`src/rtl/urv_iram_host_bridge_pkg.sv`:
```
// Shared definitions for the IRAM host bridge: FSM state type, RAM latency and address helper.
package urv_iram_host_bridge_pkg;

  // RAM clock-to-q in cycles; the IRAM model uses the same value.
  localparam int URV_IRAM_RD_LATENCY = 1;

  typedef enum logic [1:0] {
    ST_IDLE     = 2'd0,
    ST_RD_ISSUE = 2'd1,
    ST_RD_CAPT  = 2'd2,
    ST_DONE     = 2'd3
  } state_t;

  function automatic logic [31:0] word_addr(input logic [29:0] adr_word);
    return {adr_word, 2'b00};
  endfunction

endpackage

```
`src/rtl/urv_iram_host_bridge.sv`:
```
// Wishbone-classic slave giving a host master access to IRAM port B, hiding the
// RAM's registered read latency and rejecting out-of-range addresses with err.
module urv_iram_host_bridge
  import urv_iram_host_bridge_pkg::*;
#(
  parameter int g_size       = 65536,
  parameter int g_simulation = 0
) (
  input  logic        clk_i,
  input  logic        rst_i,
  input  logic        host_cyc_i,
  input  logic        host_stb_i,
  input  logic        host_we_i,
  input  logic [31:0] host_adr_i,
  input  logic [3:0]  host_sel_i,
  input  logic [31:0] host_dat_i,
  output logic [31:0] host_dat_o,
  output logic        host_ack_o,
  output logic        host_err_o,
  output logic        ram_en_o,
  output logic        ram_we_o,
  output logic [31:0] ram_a_o,
  output logic [3:0]  ram_bwe_o,
  output logic [31:0] ram_d_o,
  input  logic [31:0] ram_q_i
);

  // Widened by one bit so a full 32-bit address compares unsigned against the size.
  localparam logic [32:0] SIZE_EXT = 33'(g_size);

  state_t      state, state_nxt;
  logic        req;
  logic        in_range;
  logic        ack_nxt, err_nxt, en_nxt, we_nxt;
  logic [31:0] a_nxt, d_nxt, dat_nxt;
  logic [3:0]  bwe_nxt;

  assign req      = host_cyc_i & host_stb_i;
  assign in_range = {1'b0, host_adr_i} < SIZE_EXT;

  always_ff @(posedge clk_i or posedge rst_i) begin
    if (rst_i) state <= ST_IDLE;
    else       state <= state_nxt;
  end

  always_comb begin
    state_nxt = state;
    ack_nxt   = 1'b0;
    err_nxt   = 1'b0;
    en_nxt    = 1'b0;
    we_nxt    = 1'b0;
    a_nxt     = ram_a_o;
    bwe_nxt   = ram_bwe_o;
    d_nxt     = ram_d_o;
    dat_nxt   = host_dat_o;
    case (state)
      ST_IDLE: begin
        if (req) begin
          if (!in_range) begin
            err_nxt   = 1'b1;
            state_nxt = ST_DONE;
          end else if (host_we_i) begin
            en_nxt    = 1'b1;
            we_nxt    = 1'b1;
            a_nxt     = word_addr(host_adr_i[31:2]);
            bwe_nxt   = host_sel_i;
            d_nxt     = host_dat_i;
            ack_nxt   = 1'b1;
            state_nxt = ST_DONE;
          end else begin
            en_nxt    = 1'b1;
            a_nxt     = word_addr(host_adr_i[31:2]);
            bwe_nxt   = 4'b0000;
            state_nxt = ST_RD_ISSUE;
          end
        end
      end
      ST_RD_ISSUE: state_nxt = host_cyc_i ? ST_RD_CAPT : ST_IDLE;
      // The RAM output is valid here; an abandoned cycle leaves host_dat_o untouched.
      ST_RD_CAPT: begin
        if (host_cyc_i) begin
          dat_nxt   = ram_q_i;
          ack_nxt   = 1'b1;
          state_nxt = ST_DONE;
        end else begin
          state_nxt = ST_IDLE;
        end
      end
      ST_DONE: state_nxt = ST_IDLE;
      default: state_nxt = ST_IDLE;
    endcase
  end

  always_ff @(posedge clk_i or posedge rst_i) begin
    if (rst_i) begin
      host_ack_o <= 1'b0;
      host_err_o <= 1'b0;
      host_dat_o <= '0;
      ram_en_o   <= 1'b0;
      ram_we_o   <= 1'b0;
      ram_a_o    <= '0;
      ram_bwe_o  <= '0;
      ram_d_o    <= '0;
    end else begin
      host_ack_o <= ack_nxt;
      host_err_o <= err_nxt;
      host_dat_o <= dat_nxt;
      ram_en_o   <= en_nxt;
      ram_we_o   <= we_nxt;
      ram_a_o    <= a_nxt;
      ram_bwe_o  <= bwe_nxt;
      ram_d_o    <= d_nxt;
    end
  end

endmodule

```
`config.mk`:
```
export PLATFORM = sky130hd
export DESIGN_NAME = urv_iram_host_bridge
export DESIGN_NICKNAME = d
export VERILOG_FILES = /design/src/rtl/urv_iram_host_bridge_pkg.sv /design/src/rtl/urv_iram_host_bridge.sv
export SDC_FILE = /design/constraint.sdc
export NUM_CORES = 1
export LEC_CHECK = 0
export CAP_MARGIN = 5
export CORE_MARGIN = 4
export CORE_UTILIZATION = 41
export CTS_BUF_LIST = sky130_fd_sc_hd__clkbuf_8
export CTS_CLUSTER_SIZE = 10
export DETAILED_ROUTE_END_ITERATION = 16
export PLACE_DENSITY_LB_ADDON = 0.05
export SKIP_CTS_REPAIR_TIMING = 1
export SYNTH_ARGS = -nofsm -noshare
export SYNTH_HDL_FRONTEND = slang
export SYNTH_SLANG_ARGS = --single-unit
```
`constraint.sdc`:
```
create_clock -name clk_i -period 4.5 [get_ports clk_i]
set_input_delay 0.675 -clock clk_i [delete_from_list [all_inputs] [get_ports clk_i]]
set_output_delay 0.675 -clock clk_i [all_outputs]
set_load 0.01 [all_outputs]
```
==> summary.md, run 1 <==
| Metric | Value |
|---|---|
| Worst path arrival time | 3.03 ns |
| Yosys reg bits | 104 |
| Critical Path Source | host_adr_i[29] |
| Reg-to-reg startpoint | state[0] |
| Tot GR Track Use | 16.4% |
| # clock sinks | 104 |
| Fin Hold WS | 0.493 ns |
| Fin crit period | 2.79 ns |
| Port buffer count | 204 |
| Die Wd | 107 um |
| Setup crit start kind | primary input |
| Setup_tns | 0 ns |
| Placed Instances | 567 |
| CTS tree | done |
| Initial antenna violation count | 0 |
| Part of the cycle the worst path needs | 62.1% |
| Final WL | 9.38 mm |
| Fin. max-slew vios | 0 |
| Row count | 35 |
| CTS clk-pin slew, worst paths | 0.09 ns |
| Critical path cell sequence | clkdlybuf4s50_1 -> nor4_1 -> and4_1 -> and3_2 -> mux2_2 |
| Layout cells sized above 1 | 19.9% |
| CP max FO | 34 |
| Post-synth EDFFs | 0 |
| Die area | 11400 um2 |
| Max-cap violations | 0 |
| Fin nets | 554 |
| Top-level I/O count | 209 |
| DRT Pass-1 Iters | 4 |
| DRC viols | 0 |
| Fin area | 6290 um2 |
| Max Clock Skew | 0.0121 ns |
| Slew HR | 29.0% |
| CP endpoint | ram_d_o[29] |
| DP HPWL | 7.19 mm |
| Grt total ovfl | 0 |
| Post-route non-filler standard cell count | 581 |
| P&R area growth vs syn | 56.6% |
| Maximum vdd drop | 0.000166 V |
| Post-synth ARST share | 100% |
| Most common cell after layout, fill and taps aside | clkdlybuf4s50_1 |
| Clock Latency Late Sink | 0.35 ns |
| Largest net degree at the start of global routing | 46 |
| Syn Inst Count | 243 |
| Placeable Area | 9370 um2 |
| Tot Pwr | 1.99 mW |
| Clk buf depth | 2 |
| Commonest non-fill, non-tap cells in the layout | clkdlybuf4s50_1 (204), dfrtp_1 (104), mux2_2 (41) |
| Vias per cell | 4.60 |
| Static Leakage | 2.83 nW |
| Hold Crit Class | reg -> reg |
| WP data required | 4.74 ns |
| Final WS setup | 1.71 ns |
| Setup slack, reg-to-reg | 2.20 ns |
| CTS buffer count | 9 |
| FMAX | 358 MHz |
| Post-layout util | 67.1% |
| Cell Area, Synth | 4020 um2 |
| Setup Slack @ Placement | 1.27 ns |
| ANT cells | 0 |
| Avg WL per Cell | 16.1 um |
| Worst slew pin tran | 1.06 ns |
| Vias | 2673 |
| Global-route wire length before repair | 14.5 mm |
| Crit. End Element | register |
| Initial Util | 42.9% |
| Crit-path max cell delay | 0.92 ns |
| Status | finished clean |
| Final setup fails | 0 |
| R2r endpoint | ram_d_o[29] |
| Commonest register cell after synthesis | dfrtp_1 |
| Critical Path Slowest Stage Cell | and3_2 |
| RSZ-0062 raised after global routing | no |
| Avg Inst Size Synth | 16.5 um2 |
| Yosys cell types | 26 |
| Seq/Total Area, Yosys | 64.8% |
| Final RePlAce weighted congestion | 0.753 |
| Root Driver | clkbuf_8 |
| Dpl cell area | 6120 um2 |
| Hold Vio Cnt, Final | 0 |
| Warnings from Yosys | 0 |
| Antenna Nets Post-Route | 0 |
| Vias in the first global route | 2855 |
| PD cells | 316 nW/um2 |
| DR iter-0 viols | 91 |
| Die H | 107 um |
| Htree depth | 3 |
| Crit path kind | in -> reg |
| Worst R2R Path Depth | 4 |
cell type report:
type / count / area [um2]
timing repair buffer: 207 / 2060
sequential: 104 / 2600
tap: 129 / 161
inverter: 5 / 21.3
clock buffer: 11 / 151
fill: 746 / 3080
clock inverter: 3 / 20.0
multi-input combinational: 122 / 1270
Yosys cell counts, types with 2 or more instances:
library cell	instances	area, um2
buf_2	4	20.0
buf_6	2	22.5
mux2_2	41	462
dfrtp_1	104	2600
buf_4	4	30.0
mux2i_1	4	40.0
nor4_1	3	18.8
mux2_4	28	420
mux2_1	9	101
inv_1	5	18.8
buf_12	3	60.1
nor2b_1	17	106
nand2_1	6	22.5
critical path, delay by kind of cell:
family | cells | cell delay (ns)
mux | 1 | 0.42
simple gates | 3 | 1.52
buf+inv | 1 | 0.40
cell families after synthesis:
logic type | Yosys count | synth area share [%]
other cells | 1 | 0.0933
buf+inv | 18 | 3.77
simple gates | 35 | 5.39
mux | 82 | 25.5
flops | 104 | 64.8
compound gates | 3 | 0.498
report_power, final:
group / internal (mW) / total [mW] / switching, mW
Combinational: 0.275 / 0.414 / 0.140
Clock: 0.225 / 0.519 / 0.294
Sequential: 1.01 / 1.05 / 0.0385
flip-flops by register name, indices dropped and copies added, names as in the netlist:
signal      flops
state           2
host_ack_o      1
ram_d_o        32
ram_en_o        1
ram_we_o        1
host_dat_o     32
ram_bwe_o       4
host_err_o      1
ram_a_o        30
how the worst min path moves through the flow:
stage | startpoint | endpoint | cells after the start
4_1_cts | ram_a_o[10] | ram_a_o[10] | 1
3_5_place_dp | ram_a_o[10] | ram_a_o[10] | 1
6_report | ram_a_o[10] | ram_a_o[10] | 1
5_1_grt | host_dat_o[11] | host_dat_o[11] | 1
3_3_place_gp | ram_a_o[2] | ram_a_o[2] | 1
2_1_floorplan | ram_a_o[10] | ram_a_o[10] | 1
per-layer routing:
layer  up-vias  routed length [um]  global-route usage, %  share of wire, %
li1       1232                   -                      -                 -
met1      1309                3800                   19.6                40
met2       120                4630                   27.7                49
met3        12                 833                   5.78               8.9
met4         0                 116                   5.21               1.2
met5         -                   0                      0                 0
Note: power is estimated with default switching activity, not from simulation.
==> run 2: changes to the inputs <==
==> constraint.sdc (replaced) <==
create_clock -name clk_i -period 2.8 [get_ports clk_i]
set_input_delay 0.42 -clock clk_i [delete_from_list [all_inputs] [get_ports clk_i]]
set_output_delay 0.42 -clock clk_i [all_outputs]
set_load 0.01 [all_outputs]
==> summary.md, run 2 (same netlist as run 1, synthesis figures left out) <==
| Metric | Value |
|---|---|
| Worst path arrival time | 2.25 ns (was 3.03 ns) |
| Vias per cell | 4.58 (was 4.60) |
| CP max FO | 16 (was 34) |
| Final setup fails | 0 (unchanged) |
| Clock Latency Late Sink | 0.35 ns (about the same) |
| Crit-path max cell delay | 0.41 ns (was 0.92 ns) |
| DRC viols | 0 (unchanged) |
| CTS tree | done (unchanged) |
| Hold Crit Class | reg -> reg (unchanged) |
| ANT cells | 0 (unchanged) |
| Initial antenna violation count | 0 (unchanged) |
| Vias | 2686 (was 2673) |
| Htree depth | 3 (unchanged) |
| Slew HR | 52.0% (was 29.0%) |
| Placed Instances | 571 (was 567) |
| Setup crit start kind | primary input (unchanged) |
| Worst slew pin tran | 0.718 ns (was 1.06 ns) |
| Antenna Nets Post-Route | 0 (unchanged) |
| DP HPWL | 7.15 mm (was 7.19 mm) |
| Crit path kind | in -> reg (unchanged) |
| DRT Pass-1 Iters | 4 (unchanged) |
| Top Registers | host_dat_o (32), ram_d_o (32), ram_a_o (30) (unchanged) |
| Part of the cycle the worst path needs | 70.7% |
| Max Clock Skew | 0.00616 ns (was 0.0121 ns) |
| Top-level I/O count | 209 (unchanged) |
| Grt total ovfl | 0 (unchanged) |
| FMAX | 505 MHz |
| Fin. max-slew vios | 0 (unchanged) |
| Initial Util | 42.9% (unchanged) |
| Reg-to-reg startpoint | state[0] (unchanged) |
| Crit. End Element | register (unchanged) |
| Clk buf depth | 2 (unchanged) |
| Fin nets | 558 (was 554) |
| Global-route wire length before repair | 14.9 mm (was 14.5 mm) |
| Root Driver | clkbuf_8 (unchanged) |
| Hold Vio Cnt, Final | 0 (unchanged) |
| Die area | 11400 um2 (unchanged) |
| Setup Slack @ Placement | 0.445 ns (was 1.27 ns) |
| PD cells | 525 nW/um2 (was 316 nW/um2) |
| WP data required | 3.07 ns (was 4.74 ns) |
| Commonest non-fill, non-tap cells in the layout | clkdlybuf4s50_1 (204), dfrtp_1 (104), mux2_2 (41) (unchanged) |
| Hold_sp | ram_a_o[3] (was ram_a_o[10]) |
| Fin crit period | 1.98 ns |
| Row count | 35 (unchanged) |
| Tot GR Track Use | 16.8% (was 16.4%) |
| Die Wd | 107 um (unchanged) |
| Port buffer count | 204 (unchanged) |
| Final WS setup | 0.821 ns (was 1.71 ns) |
| Vias in the first global route | 2909 (was 2855) |
| Avg WL per Cell | 16.0 um (was 16.1 um) |
| Layout cells sized above 1 | 21.0% (was 19.9%) |
| Maximum vdd drop | 0.000265 V (was 0.000166 V) |
| Status | finished clean (unchanged) |
| # clock sinks | 104 (unchanged) |
| Critical Path Slowest Stage Cell | and2_2 (was and3_2) |
| Static Leakage | 2.88 nW (was 2.83 nW) |
| Placeable Area | 9370 um2 (unchanged) |
| Critical Path Source | host_adr_i[29] (unchanged) |
| Final WL | 9.37 mm (was 9.38 mm) |
| Post-route non-filler standard cell count | 586 (was 581) |
| Critical path cell sequence | clkdlybuf4s50_1 -> nor4_1 -> and4_1 -> and2_2 -> buf_4 -> mux2i_1 (was clkdlybuf4s50_1 -> nor4_1 -> and4_1 -> and3_2 -> mux2_2) |
| CTS buffer count | 9 (unchanged) |
| Tot Pwr | 3.36 mW (was 1.99 mW) |
| Setup_tns | 0 ns (unchanged) |
| RSZ-0062 raised after global routing | no (unchanged) |
| Most common cell after layout, fill and taps aside | clkdlybuf4s50_1 (unchanged) |
| Die H | 107 um (unchanged) |
| Post-layout util | 68.4% (was 67.1%) |
| Max-cap violations | 0 (unchanged) |
| DR iter-0 viols | 72 (was 91) |
| Largest net degree at the start of global routing | 38 (was 46) |
| CTS clk-pin slew, worst paths | 0.09 ns (about the same) |
| Final RePlAce weighted congestion | 0.717 (was 0.753) |
| P&R area growth vs syn | 59.5% (was 56.6%) |
-- run 2: changes by cell type in the layout (fill, tap and decap cells not counted) --
cell and delta:
clkbuf_8 -1, clkinvlp_4 +1, inv_4 -1, clkinv_2 +1
bufinv_16 +2, inv_1 -1, buf_12 +3, buf_4 +1
-- run 2: worst max-delay path, delay by kind of cell --
kind / cells / cell delay, ns
and+or+nand+nor: 3 / 0.97
buffers and inverters: 2 / 0.66
muxes: 1 / 0.20
-- run 2: worst paths after layout --
path                                  end  slack, ns  cells past startpoint
setup / recovery             ram_bwe_o[1]       0.82                      6
hold / removal                 ram_a_o[3]       0.49                      1
setup reg to reg             ram_bwe_o[1]       0.98                      5
hold reg to reg                ram_a_o[3]       0.49                      1
max in group asynchronous  host_dat_o[28]       1.66                      3
min in group asynchronous     ram_d_o[23]       0.53                      2
-- run 2: where the power goes --
| group | total, mW | switching [mW] | internal (mW) |
|---|---|---|---|
| Clock | 1.00 | 0.480 | 0.523 |
| Combinational | 0.665 | 0.220 | 0.446 |
| Sequential | 1.69 | 0.0612 | 1.63 |
-- run 2: per-layer routing --
layer,global-route usage [%],share of wire [%]
met5,0,0
met4,6.58,1.7
met3,5.42,8.8
met2,27.4,48
met1,20.7,41
-- run 2: stage by stage --
stage | hold slack (ns) | cell area (um2)
2_1_floorplan | 0.529 | 4030
3_3_place_gp | 0.469 | 6190
3_5_place_dp | 0.475 | 6190
4_1_cts | 0.497 | 6410
5_1_grt | 0.522 | 6410
6_report | 0.491 | 6410
-- run 2: final cells by class --
| type | count | area [um2] |
|---|---|---|
| well taps | 129 | 161 |
| fillers | 729 | 2970 |
| inverters | 5 | 22.5 |
| clock buffers | 10 | 138 |
| repair buffers | 211 | 2130 |
| multi-input cells | 122 | 1270 |
| flip-flops and latches | 104 | 2600 |
| clock inverters | 5 | 81.3 |
==> run 3: changes to the inputs <==
==> constraint.sdc (replaced) <==
create_clock -name clk_i -period 1.9 [get_ports clk_i]
set_input_delay 0.285 -clock clk_i [delete_from_list [all_inputs] [get_ports clk_i]]
set_output_delay 0.285 -clock clk_i [all_outputs]
set_load 0.01 [all_outputs]
==> summary.md, run 3 (same netlist as run 1, synthesis figures left out) <==
| Metric | Value |
|---|---|
| Status | finished clean (unchanged) |
| Port buffer count | 204 (unchanged) |
| Initial antenna violation count | 0 (unchanged) |
| Final WL | 9.60 mm (was 9.37 mm) |
| ANT cells | 0 (unchanged) |
| Placeable Area | 9370 um2 (unchanged) |
| Grt total ovfl | 0 (unchanged) |
| Hold Vio Cnt, Final | 0 (unchanged) |
| Setup crit start kind | primary input (unchanged) |
| R2r endpoint | ram_d_o[30] (was ram_bwe_o[1]) |
| Tot GR Track Use | 17.3% (was 16.8%) |
| Tot Pwr | 4.74 mW (was 3.36 mW) |
| Row count | 35 (unchanged) |
| Setup_tns | 0 ns (unchanged) |
| Fin nets | 566 (was 558) |
| Layout cells sized above 1 | 22.5% (was 21.0%) |
| Max Clock Skew | 0.0126 ns (was 0.00616 ns) |
| PD cells | 735 nW/um2 (was 525 nW/um2) |
| DRC viols | 0 (unchanged) |
| Filler cell count | 713 (was 729) |
| Setup slack, reg-to-reg | 0.22 ns (was 0.98 ns) |
| Crit path kind | in -> reg (unchanged) |
| Die H | 107 um (unchanged) |
| Worst R2R Path Depth | 5 (unchanged) |
| CP max FO | 24 (was 16) |
| Clk buf depth | 2 (unchanged) |
| Final setup fails | 0 (unchanged) |
| Most common cell after layout, fill and taps aside | clkdlybuf4s50_1 (unchanged) |
| RSZ-0062 raised after global routing | no (unchanged) |
| CTS tree | done (unchanged) |
| Fin crit period | 1.83 ns |
| Hold Crit Class | in -> async (was reg -> reg) |
| Placed Instances | 579 (was 571) |
| Root Driver | clkbuf_8 (unchanged) |
| DR iter-0 viols | 85 (was 72) |
| # clock sinks | 104 (unchanged) |
| Crit-path max cell delay | 0.41 ns (about the same) |
| Top-level I/O count | 209 (unchanged) |
| CTS clk-pin slew, worst paths | 0.10 ns (was 0.09 ns) |
| Htree depth | 3 (unchanged) |
| DP HPWL | 7.37 mm (was 7.15 mm) |
| Antenna Nets Post-Route | 0 (unchanged) |
| CTS buffer count | 9 (unchanged) |
| Worst path arrival time | 2.07 ns (was 2.25 ns) |
| Setup Slack @ Placement | -0.321 ns (was 0.445 ns) |
| Die Wd | 107 um (unchanged) |
| Vias in the first global route | 2972 (was 2909) |
| WP data required | 2.14 ns (was 3.07 ns) |
| Static Leakage | 2.91 nW (was 2.88 nW) |
| Crit. End Element | register (unchanged) |
| Post-layout util | 68.8% (was 68.4%) |
| Die area | 11400 um2 (unchanged) |
| Commonest non-fill, non-tap cells in the layout | clkdlybuf4s50_1 (204), dfrtp_1 (104), mux2_2 (41) (unchanged) |
| Largest net degree at the start of global routing | 39 (was 38) |
| Final RePlAce weighted congestion | 0.747 (was 0.717) |
| Initial Util | 42.9% (unchanged) |
| Top Registers | host_dat_o (32), ram_d_o (32), ram_a_o (30) (unchanged) |
| Clock Latency Late Sink | 0.35 ns (about the same) |
| Vias per cell | 4.55 (was 4.58) |
| Part of the cycle the worst path needs | 96.5% |
| Critical path cell sequence | clkdlybuf4s50_1 -> nor4_1 -> and4_2 -> and3_2 -> buf_12 -> mux2_2 (was clkdlybuf4s50_1 -> nor4_1 -> and4_1 -> and2_2 -> buf_4 -> mux2i_1) |
| Global-route wire length before repair | 15.5 mm (was 14.9 mm) |
| Maximum vdd drop | 0.000407 V (was 0.000265 V) |
| Reg-to-reg startpoint | state[0] (unchanged) |
| FMAX | 545 MHz |
| DRT Pass-1 Iters | 3 (was 4) |
| Vias | 2709 (was 2686) |
| Post-route non-filler standard cell count | 595 (was 586) |
| Max-cap violations | 0 (unchanged) |
| Avg WL per Cell | 16.1 um (was 16.0 um) |
| Fin. max-slew vios | 0 (unchanged) |
| P&R area growth vs syn | 60.5% (was 59.5%) |
| Critical Path Slowest Stage Cell | clkdlybuf4s50_1 (was and2_2) |
| Final WS setup | 0.0666 ns (was 0.821 ns) |
[run 3: area by class of cell]
type                            instances  area, um2  area share [%]
Sequential cell                       104       2600            40.4
Timing Repair Buffer                  219       2220            34.4
Multi-Input combinational cell        122       1270            19.7
Tap cell                              129        161            2.50
Clock buffer                            9        124            1.92
Clock inverter                          7       51.3           0.795
Inverter                                5       22.5           0.349
[run 3: how the worst max path moves through the flow]
stage                    from     endpoint  slack (ns)  cells after the start
2_1_floorplan  host_adr_i[21]  ram_d_o[10]        0.28                      6
3_3_place_gp   host_adr_i[29]  ram_d_o[31]       -0.30                      6
3_5_place_dp   host_adr_i[21]  ram_d_o[30]       -0.32                      6
4_1_cts        host_adr_i[21]  ram_d_o[30]        0.05                      6
5_1_grt        host_adr_i[29]  ram_d_o[29]       0.005                      6
6_report       host_adr_i[18]  ram_d_o[30]        0.07                      6
[run 3: per-stage QoR]
step / instance area, um2 / hold WS (ns)
after floorplan: 4030 / 0.402
after global placement: 6270 / 0.469
after detailed placement: 6270 / 0.474
after CTS: 6450 / 0.278
after global routing: 6450 / 0.310
final: 6450 / 0.284
[run 3: layer usage]
metal / part of all wire [%] / GRT usage, % / vias up
met3: 9.7 / 7.04 / 8
met4: 0.82 / 4.38 / 0
met2: 50 / 29.5 / 120
li1: - / - / 1260
met5: 0 / 0 / -
met1: 40 / 20.3 / 1321
[run 3: worst max-delay path, delay by kind of cell]
family	cells	cell delay, ns
simple gates	3	0.81
buf+inv	2	0.62
mux	1	0.35
[run 3: power by group]
group	internal (mW)	switching [mW]	total, mW
registers	2.40	0.0892	2.49
clock network	0.490	0.767	1.26
logic	0.666	0.325	0.991
total	3.56	1.18	4.74
